**src/rtl/fb_readback_sequencer.sv**
```systemverilog
// fb_readback_sequencer
// Walks the framebuffer in row-major chunk order and streams each 100-bit
// chunk out as 13 bytes, least significant first, to a UART transmitter.
//
// Ports
//   clk, reset       clock (rising edge), asynchronous active-high reset
//   start            one-cycle request to begin a full readback (ignored while busy)
//   fb_x, fb_y       chunk address presented to the framebuffer
//   fb_read          read request, held until fb_data_ready or timeout
//   fb_chunk         chunk data, sampled when fb_data_ready pulses in READ
//   fb_data_ready    one-cycle chunk-valid pulse from the framebuffer
//   tx_data/tx_valid byte stream to the transmitter, held while tx_ready=0
//   tx_ready         transmitter accepts the current byte
//   busy             high while a readback is in progress
//   done             high after a complete readback until the next start
//   timeout_err      sticky, set when the framebuffer failed to answer
module fb_readback_sequencer #(
  parameter int X_STEP  = 10,
  parameter int Y_STEP  = 10,
  parameter int X_LIMIT = 640,
  parameter int Y_LIMIT = 480,
  parameter int TIMEOUT = 1023
) (
  input  logic         clk,
  input  logic         reset,
  input  logic         start,
  output logic [9:0]   fb_x,
  output logic [9:0]   fb_y,
  output logic         fb_read,
  input  logic [99:0]  fb_chunk,
  input  logic         fb_data_ready,
  output logic [7:0]   tx_data,
  output logic         tx_valid,
  input  logic         tx_ready,
  output logic         busy,
  output logic         done,
  output logic         timeout_err
);

  localparam logic [2:0] S_IDLE    = 3'd0;
  localparam logic [2:0] S_READ    = 3'd1;
  localparam logic [2:0] S_SEND    = 3'd2;
  localparam logic [2:0] S_ADVANCE = 3'd3;
  localparam logic [2:0] S_DONE    = 3'd4;

  localparam int         CW      = (TIMEOUT < 2) ? 1 : $clog2(TIMEOUT + 1);
  // Counter value on the last permitted READ cycle: READ lasts TIMEOUT cycles.
  localparam logic [CW-1:0] LP_LAST = CW'(TIMEOUT - 1);
  localparam logic [10:0] LP_XS = 11'(X_STEP);
  localparam logic [10:0] LP_YS = 11'(Y_STEP);
  localparam logic [10:0] LP_XL = 11'(X_LIMIT);
  localparam logic [10:0] LP_YL = 11'(Y_LIMIT);

  logic [2:0]    r_state;
  logic [9:0]    r_x, r_y;
  logic [99:0]   r_chunk;
  logic [3:0]    r_idx;
  logic [CW-1:0] r_wait;
  logic          r_done, r_terr;

  logic [10:0]   w_nx, w_ny;
  logic          w_x_ok, w_y_ok;
  logic [103:0]  w_pad;

  // 11-bit sums so a step past the limit is seen instead of wrapping.
  assign w_nx   = {1'b0, r_x} + LP_XS;
  assign w_ny   = {1'b0, r_y} + LP_YS;
  assign w_x_ok = (w_nx < LP_XL);
  assign w_y_ok = (w_ny < LP_YL);

  // Byte 12 carries only the top nibble; zero-pad so all 13 bytes share one mux.
  assign w_pad   = {4'b0000, r_chunk};
  assign tx_data = w_pad[{r_idx, 3'b000} +: 8];

  assign fb_x        = r_x;
  assign fb_y        = r_y;
  assign fb_read     = (r_state == S_READ);
  assign tx_valid    = (r_state == S_SEND);
  assign busy        = (r_state == S_READ) || (r_state == S_SEND) || (r_state == S_ADVANCE);
  assign done        = r_done;
  assign timeout_err = r_terr;

  always_ff @(posedge clk or posedge reset) begin
    if (reset) begin
      r_state <= S_IDLE;
      r_x     <= '0;
      r_y     <= '0;
      r_chunk <= '0;
      r_idx   <= '0;
      r_wait  <= '0;
      r_done  <= 1'b0;
      r_terr  <= 1'b0;
    end else begin
      case (r_state)
        S_IDLE, S_DONE: begin
          if (start) begin
            r_x     <= '0;
            r_y     <= '0;
            r_wait  <= '0;
            r_done  <= 1'b0;
            r_terr  <= 1'b0;
            r_state <= S_READ;
          end
        end
        S_READ: begin
          // A late answer on the final cycle still wins over the timeout.
          if (fb_data_ready) begin
            r_chunk <= fb_chunk;
            r_idx   <= '0;
            r_state <= S_SEND;
          end else if (r_wait == LP_LAST) begin
            r_terr  <= 1'b1;
            r_state <= S_IDLE;
          end else begin
            r_wait  <= r_wait + 1'b1;
          end
        end
        S_SEND: begin
          if (tx_ready) begin
            if (r_idx == 4'd12) r_state <= S_ADVANCE;
            else                r_idx   <= r_idx + 1'b1;
          end
        end
        S_ADVANCE: begin
          r_wait <= '0;
          if (w_x_ok) begin
            r_x     <= w_nx[9:0];
            r_state <= S_READ;
          end else if (w_y_ok) begin
            r_x     <= '0;
            r_y     <= w_ny[9:0];
            r_state <= S_READ;
          end else begin
            r_done  <= 1'b1;
            r_state <= S_DONE;
          end
        end
        default: r_state <= S_IDLE;
      endcase
    end
  end

endmodule

```
**config.mk**
```make
export PLATFORM = sky130hd
export DESIGN_NAME = fb_readback_sequencer
export DESIGN_NICKNAME = d
export VERILOG_FILES = /design/src/rtl/fb_readback_sequencer.sv
export SDC_FILE = /design/constraint.sdc
export NUM_CORES = 1
export LEC_CHECK = 0
export CORE_UTILIZATION = 28
export DETAILED_ROUTE_END_ITERATION = 10
export SETUP_SLACK_MARGIN = 0.15
export SYNTH_ARGS = -nofsm -noshare
export SYNTH_HDL_FRONTEND = slang
export SYNTH_SLANG_ARGS = --single-unit
```
**constraint.sdc**
```tcl
create_clock -name clk -period 4.6 [get_ports clk]
set_input_delay 0.46 -clock clk [delete_from_list [all_inputs] [get_ports clk]]
set_output_delay 0.46 -clock clk [all_outputs]
set_load 0.01 [all_outputs]
```
# Word level (Yosys, flattened, before mapping)
# Index checks and enable logic that the tools add are counted.
# totals
ff_bits	139
latchBits	0
mem_bits_rw	0
mem_bits_ro	0
input_bits	105
output_inout_bits	33
elab_cells	79
mem_count	0
# op_classes
addsub	4
n_mul	0
div	0
order_cmp	2
n_eq_ne	19
shift	1
muxes	29
bitwise_logic	0
reduce_logical	16
# ops
op	n
$shiftx A104 B8 Y8	1
$mux W10	7
$pmux W10 S2	2
$pmux W10 S3	1
$reduce_and A4 Y1	6
$add A10 B4 Y11 const B	2
$mux W3	7
$ne A2 B2 Y1 const B	7
$mux W4	3
$pmux W3 S4	1
$lt A11 B10 Y1 const B	1
$lt A11 B9 Y1 const B	1
$add A10 B1 Y10 const B	1
$eq A10 B10 Y1 const B	1
$ne A2 B1 Y1 const B	4
$pmux W4 S2	1
$eq A3 B2 Y1 const B	2
$reduce_bool A2 Y1	3
$mux W1	5
$add A4 B1 Y4 const B	1
$eq A4 B4 Y1 const B	1
$pmux W1 S2	2
$eq A3 B1 Y1 const B	1
$eq A3 B3 Y1 const B	1
8 further kinds	9

# Depth between registers and ports, before layout
# Gate-level depths: netlist of the first run.
# depth
depth_word	5
ltp_mapped	9
mapped_depth_nobuf	7

# Least setup slack after synthesis of the first run
# Ideal clock, no wire load.
# synth_timing
kind	reg-to-output
from	register r_idx[0]
to	output port tx_data[1]
arrival_ns	1.706
t_required_ns	4.140
path_slack_ns	2.434
stages_incl_launch_ff	6
n_path_buf	2
cell_sequence	dfrtp_1 > buf_2 > buf_2 > mux4_2 > a22oi_1 > o21ai_0
# synth_between
elab_chain_len	1
# synth_rtl
item	line_no	source
from (decl)	57	logic [3:0] r_idx;
from (signal assigned)	121	else r_idx <= r_idx + 1'b1;
$shiftx A104 B8 Y8	73	assign tx_data = w_pad[{r_idx, 3'b000} +: 8];
to (decl)	32	output logic [7:0] tx_data,
# No other way between the ends.

# Worst setup path after layout of the first run
# layout_timing
from	register r_idx[1]
to	output port tx_data[1]
# Same word-level chain as after synthesis.

==> results of run 1 <==
-- logic make-up after synthesis --
| group | count (synthesis) | share of synthesized area |
|---|---|---|
| and+or+nand+nor | 116 | 0.0967 |
| muxes | 135 | 0.264 |
| xor gates and xnor gates | 11 | 0.0143 |
| other | 1 | 0.000556 |
| AOI/OAI and AO/OA | 65 | 0.0761 |
| buffers and inverters | 43 | 0.0288 |
| adders and majority gates | 6 | 0.0111 |
| DFF | 137 | 0.509 |
-- worst register-to-register path: stages, from the launching register on --
cell and delay (ns):
dfrtp_1 1.13, inv_1 0.14, ha_1 0.25, nand3_1 0.08
a21oi_1 0.11, nor3b_1 0.28, xnor2_1 0.15, nor2_1 0.05
-- metrics by stage --
stage	hold slack, ns	area [µm²]	utilization	total power [W]
after global placement	0.486	8410	0.357	0.00376
after CTS	0.506	9000	0.382	0.00518
final	0.502	9000	0.382	0.00510
after global routing	0.526	9000	0.382	0.00542
after detailed placement	0.492	8410	0.357	0.00379
after floorplan	0.475	6740	-	0.00316
-- layer usage --
metal  wire length [µm]  GRT usage  up-vias
li1                   -          -     2161
met1               7930      0.200     2328
met2               7830      0.228      123
met3                890     0.0374       16
met4                146     0.0347        0
met5                  0          0        -
-- layout by cell type (no fill, tap or decap), drive strengths merged, types with 3 or more instances in the layout --
cell type      count
a21oi              5
a22oi              4
a31oi              3
and2               7
and3               4
buf                3
clkbuf            19
clkdlybuf4s50    135
clkinv             4
dfrtp            137
ha                 6
inv               21
mux2             101
mux2i             10
mux4              24
nand2             24
nand3             11
nand3b             3
nand4              4
nor2              27
nor2b              4
nor3               8
nor4               6
nor4b              3
o21ai             31
o32ai              3
o41ai              3
or3                3
xnor2             10
-- worst max-delay path by stage --
stage / to / cells after the start / startpoint
floorplan: done$_DFFE_PP0P_ / 1 / reset
global placement: tx_data[0] / 4 / r_idx[1]$_DFFE_PP0P_
detailed placement: tx_data[0] / 4 / r_idx[1]$_DFFE_PP0P_
global route: tx_data[1] / 4 / r_idx[1]$_DFFE_PP0P_
finish: tx_data[1] / 4 / r_idx[1]$_DFFE_PP0P_
CTS: tx_data[0] / 4 / r_idx[1]$_DFFE_PP0P_
-- layout make-up --
cell class | count | area [µm²]
Inverter | 15 | 61.3
Multi-Input combinational cell | 335 | 3140
Tap cell | 319 | 399
Clock buffer | 19 | 453
Sequential cell | 137 | 3430
Clock inverter | 13 | 134
Timing Repair Buffer | 138 | 1390
Fill cell | 2334 | 14500
-- sequential cells by signal (all words and copies together) (netlist names) --
name,flops
r_chunk,100
fb_y,9
done,1
r_idx,4
fb_x,9
r_state,3
timeout_err,1
r_wait,10
-- power breakdown --
part / switching [W] / leakage (nW) / total, W / internal [W]
sequential: 0.000384 / 1.68 / 0.00208 / 0.00170
combinational: 0.000629 / 1.53 / 0.00166 / 0.00103
clock: 0.000568 / 0.285 / 0.00136 / 0.000788
==> reports/metrics.yaml, run 1 <==
status: "finished clean"
holdPathEnd: "done$_DFFE_PP0P_"
yosysMostFrequentCell: "dfrtp_1"
antenna_found_initial: 0
max_freq_mhz: 294
seq_area_frac_synth: 0.509
clk-insertion-delay-late_ns: 0.42
cts_buffers: 17
setup_viol: 0
die_width_um: 157
crit_required_ns: 4.14
die_area_um2: 24700
ys_ff_latch: 137
vias_per_cell: 4.74
cts_setup_buffers: 0
ys_warn_count: 0
syn-cell-area_um2: 6740
hold_start: "done$_DFFE_PP0P_"
io_buffers: 135
syn_to_final_growth_pct: 33.5
clk_path_buf_depth: 2
drive_above_1_share: 0.288
overflow: 0
cts_root_buffer: "clkbuf_16"
crit_slowest_cell: "dfrtp_1"
grt_pass1_vias: 4812
nets: 755
fp.coreArea_um2: 23500
min_path_type: "reg2reg"
finalCriticalPeriod_ns: 3.40
critical_path_class: "reg2out"
initial_core_util: 0.286
synth_largest_area_cell: "dfrtp_1"
yosys-top-cells-count: "137 x dfrtp_1, 101 x mux2_2, 27 x nor2_1, 24 x mux4_2, 24 x nand2_1"
min_path_cells: 2
place_ws_ns: 1.56
clock-sinks: 137
worst_setup_path_end_kind: "output pin"
setup_slack_ns: 1.20
row_count: 56
leakagePower_nw: 3.50
worstRegToRegCells: 7
grt_max_degree: 105
cts_tree: "yes"
crit_path_start_kind: "register"
dr.pass1.iters: 4
cp_max_fo: 28
postRouteWirelength_mm: 16.8
die_h_um: 157
cp_cell_sequence: "mux4_2, mux2i_1, o21ai_0, clkdlybuf4s50_1"
crit_buf_inv: 1
timing.rr.start: "r_idx[1]$_DFFE_PP0P_"
avgRoutedWirePerCell_um: 17.2
pwr_density_cell_nw_per_um2: 567
maxSlewViolCount: 0
arrival_ns: 2.94
fin_worst_skew_ns: 0.00960
synth_cell_types: 64
synth.area.top_cells: "dfrtp_1 51%, mux2_2 17%, mux4_2 8.0%"
io_pins: 138
finalSetupTns_ns: 0
avgSynthCellArea_um2: 13.1
r2r_slack_ns: 2.27
num_antenna_cells: 0
ant_nets: 0
synth_top_area_frac: 0.509
relSlewSlack: 0.215
dpl.hpwl_mm: 12.1
ir_worst_vdd_v: 0.000268
final_cells: 976
drcViolationCount: 0
synth_ff_type: "dfrtp_1"
drt-initial-drc-count: 142
vias: 4628
synth-edff-count: 0
critPathTopFamily: "flip-flops"
async_flop_share: 1.00
syn_inst: 514
holdBufCountCts: 0
clk_pin_slew_ns: 0.06
finalHoldViolations: 0
grt_pass1_wl_mm: 27.0
max_cap_viol_count: 0
place_congestion: 0.854
slowest_delay_ns: 1.13
tightest_slew_ns: 1.18
track_usage: 0.146
dp.cells: 944
htreeDepth: 4
finalCritPeriodShare: 0.740
post_cts_resized: 0
r2r-end: "r_idx[2]$_DFFE_PP0P_"
rsz0062_at_grt: "false"
Power figures use the tool's default switching activity.
==> inputs of run 2 (changes only) <==
clock period = 2.7 ns   (was 4.6 ns; I/O delays follow)
==> run 2 against run 1 <==
  * Hold slack got worse by 0.12 ns
  * Combinational power increased by 89%
  * Clock power is 65% higher
  * Via count increased by 0.76%
  * Largest power group unchanged
==> reports/metrics.yaml, run 2 (synthesized netlist as in run 1, its figures left out) <==
initial_core_util: 0.286  # unchanged
arrival_ns: 2.19  # -0.75 ns
cts_root_buffer: "clkbuf_16"
finalSetupTns_ns: 0  # unchanged
ir_worst_vdd_v: 0.000421  # +57%
pwr_density_cell_nw_per_um2: 949  # +68%
status: "finished clean"
multi_input_comb_area_um2: 3170  # +1.1%
max_freq_mhz: 406
finalCriticalPeriod_ns: 2.46
total_power_w: 0.00880  # +73%
die_area_um2: 24700  # unchanged
reg_top3: "r_chunk: 100 flops, r_wait: 10 flops"
cp_cell_sequence: "buf_4, buf_12, mux4_2, mux2i_2, o21ai_0, clkbuf_2"
crit_path_start_kind: "register"
vias: 4663  # +0.76%
post-route-util: 0.394  # +0.0114
drive_above_1_share: 0.325  # +0.0378
place_congestion: 0.840  # -1.6%
mostFrequentLayoutCells: "136 x dfrtp_1, 127 x clkdlybuf4s50_1, 101 x mux2_2"
clk-insertion-delay-late_ns: 0.42  # about the same
postRouteWirelength_mm: 16.7  # -0.73%
crit_buf_inv: 3  # +2
setup_viol: 0  # unchanged
clock-sinks: 137  # unchanged
grt_max_degree: 43  # -59%
grt_pass1_wl_mm: 27.4  # +1.6%
htreeDepth: 4  # unchanged
crit_slowest_cell: "mux4_2"
max_cap_viol_count: 0  # unchanged
num_antenna_cells: 0  # unchanged
drcViolationCount: 0  # unchanged
fp.coreArea_um2: 23500  # unchanged
largest_reg_flops: 100  # unchanged
syn_to_final_growth_pct: 37.5
critical_path_class: "reg2out"
grt_pass1_vias: 4949  # +2.8%
dpl.hpwl_mm: 11.9  # -1.1%
relSlewSlack: 0.417  # +0.202
final_common_cell: "dfrtp_1"
fillers: 2295  # -1.7%
critPathTopFamily: "multiplexers"
track_usage: 0.146  # +0.000737
clk_path_buf_depth: 2  # unchanged
nets: 777  # +2.9%
cts_buffers: 17  # unchanged
vias_per_cell: 4.67  # -1.5%
leakagePower_nw: 3.66  # +4.6%
maxSlewViolCount: 0  # unchanged
overflow: 0  # unchanged
finalCritPeriodShare: 0.912
io_pins: 138  # unchanged
antenna_found_initial: 1  # +1
row_count: 56  # unchanged
holdBufCountCts: 0  # unchanged
die_width_um: 157  # unchanged
cp_max_fo: 6  # -79%
regMostFlops: "r_chunk"
ant_nets: 0  # unchanged
seqCellArea_um2: 3430  # unchanged
die_h_um: 157  # unchanged
fin_worst_skew_ns: 0.00788  # -0.00172 ns
rsz0062_at_grt: "true"
crit_required_ns: 2.43  # -1.71 ns
tightest_slew_ns: 0.873  # -0.304 ns
dr.pass1.iters: 4  # unchanged
avgRoutedWirePerCell_um: 16.7  # -2.9%
worst_setup_path_end_kind: "output pin"
drt-initial-drc-count: 146  # +2.8%
io_buffers: 135  # unchanged
clk_pin_slew_ns: 0.06  # about the same
cts_tree: "yes"
finalHoldViolations: 0  # unchanged
min_path_type: "in2async"
slowest_delay_ns: 0.51  # -0.62 ns
-- run 2: cell types whose count changed in the layout (fill, tap and decap cells not counted), sizes merged, moves of 3 or more --
cell           previous run  this run
clkbuf                   19        24
buf                       3        24
inv                      21        17
clkdlybuf4s15             0         3
clkinv                    4         8
clkdlybuf4s50           135       127
-- run 2: per-layer routing --
layer | share of wire | global-route usage
met5 | 0.00096 | 0
met4 | 0.010 | 0.0361
met3 | 0.080 | 0.0617
met2 | 0.46 | 0.232
met1 | 0.44 | 0.183
-- run 2: final cells by class --
type / count / area share
clock buffer: 19 / 0.0478
timing repair buffer: 160 / 0.178
tap: 319 / 0.0431
sequential: 137 / 0.370
multi-input combinational: 335 / 0.342
inverter: 15 / 0.00648
clock inverter: 13 / 0.0128
-- run 2: final timing paths --
path                                          from                      end  slack, ns  cells after the start
hold reg to reg            r_chunk[95]$_DFFE_PP0P_  r_chunk[95]$_DFFE_PP0P_       0.50                      1
setup / recovery              r_idx[0]$_DFFE_PP0P_               tx_data[7]       0.24                      6
min in group clk                      fb_chunk[30]  r_chunk[30]$_DFFE_PP0P_       0.46                      2
hold / removal                               reset  r_chunk[69]$_DFFE_PP0P_       0.38                      2
max in group asynchronous                    reset      fb_x[6]$_DFFE_PP0P_       1.68                      3
setup reg to reg               fb_x[1]$_DFFE_PP0P_      fb_y[6]$_DFFE_PP0P_       0.43                      6
-- run 2: worst register-to-register path, delay by kind of cell, from the launching register on --
kind | cells | cell delay [ns]
compound gates | 2 | 0.65
fa+ha+maj | 1 | 0.30
simple gates | 3 | 0.76
flops | 1 | 0.44
-- run 2: power by group --
| part | switching, W | internal, W | leakage, nW |
|---|---|---|---|
| Sequential | 0.000519 | 0.00290 | 1.68 |
| Combinational | 0.00128 | 0.00186 | 1.70 |
| Clock | 0.000944 | 0.00130 | 0.278 |
-- run 2: metrics by stage --
step	area (µm²)	std cells	hold WS (ns)	setup slack [ns]
after floorplan	6750	515	0.367	0.637
after global placement	8590	958	0.485	0.335
after detailed placement	8590	958	0.487	0.345
after CTS	9200	991	0.394	0.134
after global routing	9270	998	0.439	0.114
final	9270	998	0.377	0.237
-- run 2: repair_timing --
item / 4_1_cts / 5_1_grt
gates resized for setup: 15 / 20
gates cloned: 1 / 1
buffers inserted: 0 / 6
setup endpoints to repair: 8 / 8
==> inputs of run 3 (changes only) <==
CTS_CLUSTER_DIAMETER = 100   (was unset)
HOLD_SLACK_MARGIN = 0.05   (was unset)
==> results of run 3 <==
No change in the layout: final DEF, timing and power equal those of run 2.
